==> config.mk <==
export PLATFORM = sky130hd
export DESIGN_NAME = row_clear_ctrl
export DESIGN_NICKNAME = d
export VERILOG_FILES = /design/src/rtl/tetris_pkg.sv /design/src/rtl/row_clear_ctrl.sv
export SDC_FILE = /design/constraint.sdc
export NUM_CORES = 1
export LEC_CHECK = 0
export ABC_AREA = 1
export CAP_MARGIN = 20
export CORE_MARGIN = 10
export CORE_UTILIZATION = 50
export CTS_CLUSTER_SIZE = 28
export DETAILED_ROUTE_END_ITERATION = 10
export HOLD_SLACK_MARGIN = 0.05
export PLACE_DENSITY = 0.87
export SLEW_MARGIN = 20
export SYNTH_ARGS = -nofsm -noshare
export SYNTH_HDL_FRONTEND = slang
export SYNTH_SLANG_ARGS = --single-unit
==> constraint.sdc <==
create_clock -name Clk -period 2.3 [get_ports Clk]
set_clock_uncertainty 0.05 [all_clocks]
set_input_delay 0.575 -clock Clk [delete_from_list [all_inputs] [get_ports Clk]]
set_output_delay 0.575 -clock Clk [all_outputs]
set_load 0.03 [all_outputs]
==> src/rtl/tetris_pkg.sv <==
// Shared board geometry, row/coordinate types and line-clear FSM states.
package tetris_pkg;

  localparam int unsigned BOARD_WIDTH  = 10;
  localparam int unsigned BOARD_HEIGHT = 20;
  localparam int unsigned COORD_W      = 7;
  localparam int unsigned CNT_W        = 4;
  localparam int unsigned TOTAL_W      = 16;

  typedef logic [BOARD_WIDTH-1:0] row_t;
  typedef logic [COORD_W-1:0]     coord_t;

  localparam row_t   FULL_ROW   = '1;
  localparam coord_t BOTTOM_ROW = coord_t'(BOARD_HEIGHT - 1);

  typedef enum logic [2:0] {IDLE, READ, CMP, FILL, NOTIFY, DONE} rc_state_t;

  // Running line total clamps at all-ones instead of wrapping.
  function automatic logic [TOTAL_W-1:0] sat_add(input logic [TOTAL_W-1:0] a,
                                                 input logic [CNT_W-1:0]   b);
    logic [TOTAL_W:0] s;
    s = {1'b0, a} + (TOTAL_W+1)'(b);
    return s[TOTAL_W] ? {TOTAL_W{1'b1}} : s[TOTAL_W-1:0];
  endfunction

endpackage

==> src/rtl/row_clear_ctrl.sv <==
// Line-clear sequencer: scans upward from the locked piece, compacts non-full rows
// down through the board RAM ports, zero-fills the top and notifies the renderer.
module row_clear_ctrl
  import tetris_pkg::*;
(
  input  logic        Clk,
  input  logic        Reset,
  input  logic        lock_valid,
  input  logic [6:0]  lock_row,
  output logic        busy,
  output logic        done,
  output logic [6:0]  board_rd_addr,
  input  logic [9:0]  board_rd_data,
  output logic        board_wr_en,
  output logic [6:0]  board_wr_addr,
  output logic [9:0]  board_wr_data,
  output logic        Clear_row,
  input  logic        clear_ack,
  output logic [6:0]  Row_to_clear,
  output logic [3:0]  Num_rows_to_clear,
  output logic [15:0] lines_total
);

  rc_state_t        state;
  coord_t           r;
  coord_t           w;
  logic [CNT_W-1:0] cnt;
  logic             first_found;

  logic             row_full;
  logic [CNT_W-1:0] cnt_inc;
  coord_t           lock_clamped;

  assign row_full     = &board_rd_data;
  assign cnt_inc      = (cnt == {CNT_W{1'b1}}) ? cnt : cnt + CNT_W'(1);
  assign lock_clamped = (lock_row > BOTTOM_ROW) ? BOTTOM_ROW : lock_row;

  always_ff @(posedge Clk) begin
    if (Reset) begin
      state             <= IDLE;
      r                 <= '0;
      w                 <= '0;
      cnt               <= '0;
      first_found       <= 1'b0;
      busy              <= 1'b0;
      done              <= 1'b0;
      board_rd_addr     <= '0;
      board_wr_en       <= 1'b0;
      board_wr_addr     <= '0;
      board_wr_data     <= '0;
      Clear_row         <= 1'b0;
      Row_to_clear      <= '0;
      Num_rows_to_clear <= '0;
      lines_total       <= '0;
    end else begin
      board_wr_en <= 1'b0;
      done        <= 1'b0;
      case (state)
        IDLE: begin
          if (lock_valid) begin
            r             <= lock_clamped;
            w             <= lock_clamped;
            cnt           <= '0;
            first_found   <= 1'b0;
            board_rd_addr <= lock_clamped;
            busy          <= 1'b1;
            state         <= READ;
          end
        end
        READ: state <= CMP;
        CMP: begin
          if (row_full) begin
            cnt <= cnt_inc;
            if (!first_found) begin
              Row_to_clear <= r;
              first_found  <= 1'b1;
            end
          end else begin
            // w only trails r once a full row was skipped, so the write is a real shift.
            if (w != r) begin
              board_wr_en   <= 1'b1;
              board_wr_addr <= w;
              board_wr_data <= board_rd_data;
            end
            if (w != '0) w <= w - COORD_W'(1);
          end
          if (r == '0) begin
            if (row_full || cnt != '0) begin
              state <= FILL;
            end else begin
              state <= DONE;
              done  <= 1'b1;
              busy  <= 1'b0;
            end
          end else begin
            r             <= r - COORD_W'(1);
            board_rd_addr <= r - COORD_W'(1);
            state         <= READ;
          end
        end
        FILL: begin
          board_wr_en   <= 1'b1;
          board_wr_addr <= w;
          board_wr_data <= '0;
          if (w == '0) begin
            state             <= NOTIFY;
            Clear_row         <= 1'b1;
            Num_rows_to_clear <= cnt;
            lines_total       <= sat_add(lines_total, cnt);
          end else begin
            w <= w - COORD_W'(1);
          end
        end
        NOTIFY: begin
          if (clear_ack) begin
            state     <= DONE;
            Clear_row <= 1'b0;
            done      <= 1'b1;
            busy      <= 1'b0;
          end
        end
        DONE:    state <= IDLE;
        default: state <= IDLE;
      endcase
    end
  end

endmodule

# Word-level counts from Yosys, hierarchy flattened
# Cells that the tools add are included.
# op_classes
addsub	4
eq_ne	18
muxes	42
n_div	0
shift	0
multipliers	0
n_bitwise	1
reduce_logical	22
n_lt_le_gt_ge	1
# ops
operator	n
7-bit two-way mux	8
7-bit case mux with 2 select lines	2
2-bit inequality test, second input constant	12
7-bit case mux with 3 select lines	1
10-bit two-way mux	2
10-bit case mux with 2 select lines	1
16-bit by 4-bit adder with 17-bit output	1
16-bit two-way mux	1
3-bit two-way mux	5
3-bit case mux with 5 select lines	1
3-bit AND reduction	5
7-bit logical NOT	2
7-bit by 1-bit subtractor with 7-bit output, second input constant	2
1-bit two-way mux	12
4-bit two-way mux	3
12-bit AND reduction	1
10-bit AND reduction	1
5-bit AND reduction	2
1-bit case mux with 2 select lines	4
4-bit case mux with 2 select lines	1
7-bit by 5-bit greater-than comparator with 1-bit output, second input constant	1
7-bit inequality test	1
7-bit nonzero test	1
3-bit by 2-bit equality test with 1-bit output, second input constant	2
13 further kinds	16
# totals
mem_bits_ro	0
latchBits	0
output_inout_bits	55
n_memories	0
wordCells	102
ram_bits	0
regBits	70
inputBits	21

# Depth between registers and ports, before layout
# depth
ltp_word	5
ltp_mapped	12
mapped_depth_nobuf	12

# Worst setup path before layout
# Ideal clock, no wire load.
# synth_timing
path_type	reg2reg
start	reg lines_total[2]
end	reg lines_total[13]
slack_ns	0.423
path_buffers	1
synth_period_minus_slack_ns	1.877
path_stages_with_launch	10
setup_time_ns	0.110
arrival_time_ns	1.717
required_time_ns	2.140
cell_sequence	dfxtp_1 > ha_1 > or2_2 > nand3_1 > nand2_1 > clkbuf_1 > nand4_1 > nand3_1 > nand2_1 > inv_1
# synth_between
elab_chain_cells	2
# synth_rtl
item	line_no	source
from (decl)	row_clear_ctrl.sv:21	output logic [15:0] lines_total
from (signal assigned)	row_clear_ctrl.sv:109	lines_total <= sat_add(lines_total, cnt);
16-bit by 4-bit adder with 17-bit output	tetris_pkg.sv:22	s = {1'b0, a} + (TOTAL_W+1)'(b);
16-bit two-way mux	tetris_pkg.sv:23	return s[TOTAL_W] ? {TOTAL_W{1'b1}} : s[TOTAL_W-1:0];
# No other way between the ends.
# A chain may end at the register's enable or synchronous reset.

==> flow_results.xml <==
<?xml version="1.0" encoding="UTF-8"?>
<metrics>
  <group name="run_status">
    <metric name="outcome" unit="">finished clean</metric>
  </group>
  <group name="synthesis">
    <metric name="synth_top_cell_by_area" unit="">sky130_fd_sc_hd__dfxtp_1</metric>
    <metric name="net_count_of_the_mapped_netlist" unit="">615</metric>
    <metric name="count_of_distinct_cell_types_in_the_synthesized_netlist" unit="">39</metric>
    <metric name="synth.cell_area" unit="mm^2">0.00386</metric>
    <metric name="synth_seq_area_share" unit="%">36.3</metric>
    <metric name="netlist_top_cells_count" unit="">sky130_fd_sc_hd__nand2_1 (126), sky130_fd_sc_hd__nor2_1 (94), sky130_fd_sc_hd__dfxtp_1 (70), sky130_fd_sc_hd__inv_1 (60)</metric>
    <metric name="asyncSetResetFlopFracSynth" unit="%">0</metric>
    <metric name="netlist_top_cells_area" unit="">sky130_fd_sc_hd__dfxtp_1 (36%), sky130_fd_sc_hd__nand2_1 (12%), sky130_fd_sc_hd__nor2_1 (9.1%), sky130_fd_sc_hd__inv_1 (5.8%), sky130_fd_sc_hd__a21oi_1 (5.7%)</metric>
    <metric name="ys_warn_count" unit="">0</metric>
    <metric name="synth_cells" unit="">583</metric>
    <metric name="synth_enable_flop_cells" unit="">0</metric>
    <metric name="ys_ff_latch" unit="">70</metric>
    <metric name="synthFlopType" unit="">sky130_fd_sc_hd__dfxtp_1</metric>
    <metric name="most_repeated_cell_in_the_gate_level_netlist_after_synthesis" unit="">sky130_fd_sc_hd__nand2_1</metric>
    <metric name="post_synth.cell_area_avg" unit="um^2">6.63</metric>
    <metric name="synthDominantCellAreaShare" unit="%">36.3</metric>
  </group>
  <group name="setup_path">
    <metric name="required" unit="ns">1.67</metric>
    <metric name="crit_path_dat" unit="ns">1.58</metric>
    <metric name="worst-setup-path-type" unit="">flop to output port</metric>
    <metric name="r2r-end" unit="">lines_total[15]</metric>
    <metric name="timing.critical_path.from_type" unit="">flop</metric>
    <metric name="critical_path.n_buffers_inverters" unit="">1</metric>
    <metric name="reg2reg_setup_slack" unit="ns">0.33</metric>
    <metric name="worst-path-max-fanout" unit="">7</metric>
    <metric name="path_delay_family" unit="">buffers and inverters</metric>
    <metric name="crit-reg2reg-launch" unit="">cnt[0]</metric>
    <metric name="worst_path_max_delay_cell" unit="">sky130_fd_sc_hd__clkdlybuf4s50_1</metric>
    <metric name="worst_setup_ep_type" unit="">output port</metric>
    <metric name="path_cells" unit="">clkdlybuf4s50_1</metric>
    <metric name="cp_slowest_stage_delay" unit="ns">0.75</metric>
    <metric name="ff2ff_path_depth" unit="">10</metric>
  </group>
  <group name="final_layout">
    <metric name="areaGrowthSynthToFinish" unit="%">28.4</metric>
    <metric name="finish.cell_count_without_fillers" unit="">767</metric>
    <metric name="nets" unit="">695</metric>
    <metric name="insertedDiodeCount" unit="">0</metric>
    <metric name="fraction_of_final_layout_cells_with_drive_strength_greater_than_1" unit="%">8.08</metric>
  </group>
  <group name="route">
    <metric name="via_count" unit="">4028</metric>
    <metric name="drt-vias-per-instance" unit="">5.25</metric>
    <metric name="route.layer.met1.wl" unit="um">4340</metric>
    <metric name="wl_met2" unit="um">5190</metric>
    <metric name="drt_wl_total" unit="um">10500</metric>
    <metric name="route.detailed.drc" unit="">0</metric>
    <metric name="first_iter_violations" unit="">178</metric>
    <metric name="route.detailed.wl_per_inst" unit="um">13.7</metric>
    <metric name="antenna_left" unit="">0</metric>
    <metric name="maxUsedRoutingLayer" unit="">met4</metric>
    <metric name="routed-wl-met3" unit="um">853</metric>
    <metric name="drt_first_pass_iters" unit="">5</metric>
  </group>
  <group name="clock_network">
    <metric name="post_cts.resized_instances" unit="">0</metric>
    <metric name="tritoncts_clock_tree" unit="">yes</metric>
    <metric name="path_clk_slew" unit="ns">0.07</metric>
    <metric name="clock_insertion_delay_worst_skew" unit="ns">0.35</metric>
    <metric name="numCtsBuffers" unit="">9</metric>
    <metric name="clock_tree.buffer_depth" unit="">2</metric>
    <metric name="cts.hold.buffers_added" unit="">0</metric>
    <metric name="cts_setup_buffers" unit="">0</metric>
    <metric name="clock_sinks" unit="">70</metric>
    <metric name="cts_h_tree_lvls" unit="">3</metric>
    <metric name="root_buffer" unit="">sky130_fd_sc_hd__clkbuf_8</metric>
  </group>
  <group name="sta">
    <metric name="rsz0062_at_grt" unit="">false</metric>
    <metric name="timing.fmax" unit="GHz">0.453</metric>
    <metric name="final.min_clock_period" unit="ns">2.21</metric>
    <metric name="tns" unit="ns">0</metric>
    <metric name="period_utilization" unit="%">96.0</metric>
    <metric name="tightest_slew_margin_relative_to_the_limit" unit="%">61.3</metric>
    <metric name="tightest_slew" unit="ns">0.578</metric>
    <metric name="drv_slew" unit="">0</metric>
    <metric name="setup_violations" unit="">0</metric>
    <metric name="report.final.hold_viol_count" unit="">0</metric>
  </group>
  <group name="pwr">
    <metric name="intPower" unit="mW">2.27</metric>
    <metric name="comb_power_share" unit="%">29.9</metric>
    <metric name="p_leak" unit="nW">2.17</metric>
    <metric name="pwr_density_cell" unit="mW/mm^2">711</metric>
    <metric name="switching_fraction" unit="%">35.6</metric>
    <metric name="power.clock.fraction" unit="%">29.5</metric>
    <metric name="max-vdd-ir-drop" unit="V">0.000455</metric>
    <metric name="total_switching_power" unit="mW">1.25</metric>
    <metric name="p_seq_share" unit="%">40.6</metric>
  </group>
  <group name="hold_path">
    <metric name="timing.hold.worst.class" unit="">flop to flop</metric>
    <metric name="min_path_cells" unit="">2</metric>
    <metric name="hold-path-endpoint" unit="">Row_to_clear[2]</metric>
    <metric name="hold_path.startpoint" unit="">Row_to_clear[2]</metric>
  </group>
  <group name="placement">
    <metric name="dpl.hpwl" unit="um">8140</metric>
    <metric name="gp_congestion" unit="">0.900</metric>
    <metric name="place_inst" unit="">751</metric>
    <metric name="placement.io_buffers" unit="">75</metric>
  </group>
  <group name="floorplan">
    <metric name="core-area" unit="mm^2">0.00737</metric>
    <metric name="core_rows" unit="">31</metric>
    <metric name="die_height" unit="um">108</metric>
    <metric name="initial_core_util" unit="%">52.4</metric>
    <metric name="die_area" unit="mm^2">0.0116</metric>
    <metric name="die_width" unit="um">108</metric>
    <metric name="design.portCount" unit="">76</metric>
  </group>
  <group name="global_route">
    <metric name="number_of_global_route_vias_before_repair" unit="">3777</metric>
    <metric name="grt-ovfl-total" unit="">0</metric>
    <metric name="pin_count_of_the_biggest_net_entering_global_routing" unit="">25</metric>
    <metric name="grt_antenna_before_repair" unit="">0</metric>
    <metric name="track_usage" unit="%">18.2</metric>
    <metric name="global_route_wire_length_before_repair" unit="um">17400</metric>
  </group>
  <group name="run">
    <metric name="max_cap_viol_count" unit="">0</metric>
  </group>
</metrics>
flip-flops by register name, summed over array words and instances, names as in the netlist:
signal and cells:
lines_total 16, board_wr_data 10, Row_to_clear 7, board_wr_addr 7, r 7, w 7
Num_rows_to_clear 4, cnt 4, state 3, Clear_row 1, board_wr_en 1, busy 1
done 1, first_found 1
cells by family after synthesis:
group | count (synthesis) | synth area share (%)
AND/OR/NAND/NOR | 310 | 35.6
AO/OA/AOI/OAI | 98 | 13.3
buffers and inverters | 84 | 8.78
flip-flops | 70 | 36.3
adder cells (fa/ha/maj) | 11 | 3.76
XOR/XNOR | 10 | 2.27
worst max-delay path by stage:
stage | cells after the start | to | start | slack [ns]
2_1_floorplan | 9 | lines_total[13] | lines_total[2] | 0.42
3_3_place_gp | 11 | board_wr_addr[5] | board_rd_data[8] | 0.16
3_5_place_dp | 11 | board_wr_addr[0] | board_rd_data[9] | 0.08
4_1_cts | 1 | board_rd_addr[2] | r[2] | 0.09
5_1_grt | 1 | board_rd_addr[2] | r[2] | 0.04
6_report | 1 | board_rd_addr[2] | r[2] | 0.09
cell type report:
| class | count | area (um^2) |
|---|---|---|
| clock buffer | 11 | 151 |
| clock inverter | 5 | 57.6 |
| multi-input combinational | 429 | 2120 |
| timing repair buffer | 84 | 843 |
| sequential | 70 | 1400 |
| inverter | 69 | 262 |
| fill | 652 | 2410 |
| tap | 99 | 124 |
power groups by stage:
stage	Clock, mW	Sequential, mW	Combinational, mW
6_report	1.04	1.43	1.05
5_1_grt	1.11	1.45	1.17
4_1_cts	1.05	1.43	1.05
3_5_place_dp	0	1.46	1.05
3_3_place_gp	0	1.46	1.02
2_1_floorplan	0	1.56	0.592
layer usage:
metal,vias up,GRT usage (%)
li1,2044,-
met1,1834,20.4
met2,134,31.7
met3,16,6.17
met4,0,5.53
met5,-,0
metrics by stage:
| stage | worst slack, ns | instance area [um^2] | util [%] | total power, mW | hold slack (ns) |
|---|---|---|---|---|---|
| floorplan | 0.423 | 3860 | - | 2.16 | 0.403 |
| global placement | 0.165 | 4750 | 64.5 | 2.47 | 0.397 |
| detailed placement | 0.0823 | 4750 | 64.5 | 2.51 | 0.410 |
| CTS | 0.0876 | 4960 | 67.3 | 3.54 | 0.429 |
| global route | 0.0377 | 4960 | 67.3 | 3.73 | 0.456 |
| finish | 0.0930 | 4960 | 67.3 | 3.53 | 0.425 |
cells in the final DEF, fill, tap and decap left out, types with 2 or more instances in the layout:
cell and count:
sky130_fd_sc_hd__a21oi_1 44, sky130_fd_sc_hd__o21ai_0 36, sky130_fd_sc_hd__clkbuf_8 11, sky130_fd_sc_hd__nand2_1 126, sky130_fd_sc_hd__nand2_2 6, sky130_fd_sc_hd__dfxtp_1 70
sky130_fd_sc_hd__clkinvlp_4 3, sky130_fd_sc_hd__buf_12 2, sky130_fd_sc_hd__ha_1 10, sky130_fd_sc_hd__nor3_1 8, sky130_fd_sc_hd__inv_2 8, sky130_fd_sc_hd__xor2_1 8
sky130_fd_sc_hd__a31oi_1 3, sky130_fd_sc_hd__nor2_2 6, sky130_fd_sc_hd__clkdlybuf4s50_1 75, sky130_fd_sc_hd__nand3_1 44, sky130_fd_sc_hd__nand4_1 14, sky130_fd_sc_hd__nor3b_1 3
sky130_fd_sc_hd__o211ai_1 3, sky130_fd_sc_hd__buf_4 7, sky130_fd_sc_hd__inv_1 60, sky130_fd_sc_hd__xnor2_1 2, sky130_fd_sc_hd__nor2_1 94, sky130_fd_sc_hd__o21ai_1 8
tightest hold or removal path, stage by stage (launching register included):
cell and delay (ns):
sky130_fd_sc_hd__dfxtp_1 0.33, sky130_fd_sc_hd__a21oi_1 0.04, sky130_fd_sc_hd__nor2_1 0.07
Note: power is estimated with default switching activity, not from simulation.
==> variant: new RTL, same settings <==
Encoding of `rc_state_t`: now one-hot (6 bits for 6 states).
--- a/src/rtl/tetris_pkg.sv
+++ b/src/rtl/tetris_pkg.sv
@@ -13,7 +13,7 @@
   localparam row_t   FULL_ROW   = '1;
   localparam coord_t BOTTOM_ROW = coord_t'(BOARD_HEIGHT - 1);
 
-  typedef enum logic [2:0] {IDLE, READ, CMP, FILL, NOTIFY, DONE} rc_state_t;
+  typedef enum logic [5:0] {IDLE = 6'b000001, READ = 6'b000010, CMP = 6'b000100, FILL = 6'b001000, NOTIFY = 6'b010000, DONE = 6'b100000} rc_state_t;
 
   // Running line total clamps at all-ones instead of wrapping.
   function automatic logic [TOTAL_W-1:0] sat_add(input logic [TOTAL_W-1:0] a,
Formal check against the unedited RTL: same outputs for any inputs over 10 cycles, from zero or initial values and one cycle with Reset high; not proved beyond that.
==> variant against the original RTL <==
Synthesized area is 5.4% higher; design area up 3.5%; die area rose by 4.4%; routed wire length increased by 5.4%; sequential cell count is 3 higher; total power down 2.1%; setup slack worse by 0.0096 ns; largest cell class unchanged.
==> variant: results (changes against the original RTL) <==
[yosys]
synth_xor_area_share_pct = 2.581  ; +0.31 points
yosys-top-cells-count = 139 x nand2_1, 92 x nor2_1, 73 x dfxtp_1, 69 x inv_1, 46 x nand3_1
synth_seq_area_share_pct = 35.89  ; -0.39 points
synth.area.top_cells = dfxtp_1 36%, nand2_1 13%, nor2_1 8.5%, inv_1 6.4%, nand3_1 5.7%
synth_fa_ha_area_share_pct = 3.565  ; -0.19 points
synth_compound_area_share_pct = 10.51  ; -2.8 points
syn_avg_cell_area_um2 = 6.774  ; +2.3%

[power]
peakVddDrop_uv = 411.3  ; -9.6%
p_int_w = 0.002201  ; -3.1%
p_seq_share_pct = 42.1  ; +1.5 points

[drt]
wl_met3_um = 1052  ; +23%
vias = 4186  ; +3.9%
drt_first_iter_violations = 365  ; +110%
wl_met1_um = 4470  ; +3.0%
wl_per_cell_um = 14.09  ; +2.7%
viasPerCell = 5.319  ; +1.3%

[grt]
grt_pass1_wl_um = 18080  ; +3.7%
use_met3_pct = 6.558  ; +0.39 points
grt.total_usage_pct = 18.35  ; +0.16 points
grt_pass1_vias = 4043  ; +7.0%
grt_use_met2_pct = 32.68  ; +1.0 points
use_met1_pct = 20.25  ; -0.18 points

[placed_design]
routabilityCongestion = 0.9505  ; +5.6%
dp_slack_ns = 0.06184  ; -0.02044 ns
dp_hpwl_um = 8347  ; +2.5%
placed_cell_area_um2 = 4941  ; +4.0%

[layout]
fill_cells = 682  ; +4.6%
nNetsFinal = 712  ; +2.4%
drive_gt1_share_pct = 8.905  ; +0.82 points

[sta]
slew_headroom_pct = 55.06  ; -6.2 points

[critical_path]
crit_path_max_fanout = 8  ; +1

[outcome]
status = finished, final reports clean

==> variant: final timing paths <==
check                                     from  cells past startpoint             end
worst max-delay path            lines_total[4]                      1  lines_total[4]
worst min register to register            busy                      2            busy
worst max register to register            w[0]                     10  lines_total[4]
worst min-delay path                      busy                      2            busy
==> variant: power groups by stage <==
stage | combinational, W | clock, W | sequential (W)
after floorplan | 0.000653 | 0 | 0.00151
after global placement | 0.000938 | 0 | 0.00148
after detailed placement | 0.000978 | 0 | 0.00148
after CTS | 0.000983 | 0.00103 | 0.00145
after global routing | 0.00110 | 0.00109 | 0.00147
final | 0.000992 | 0.00101 | 0.00145
==> variant: area by class of cell <==
class	instances	area, µm²	share of cell area [%]
repair buffers	85	850.8	16.57
flip-flops and latches	73	1461	28.45
clock buffers	9	123.9	2.412
clock inverters	7	71.32	1.389
inverters	75	282.8	5.505
multi-input cells	436	2218	43.19
well taps	102	127.6	2.485
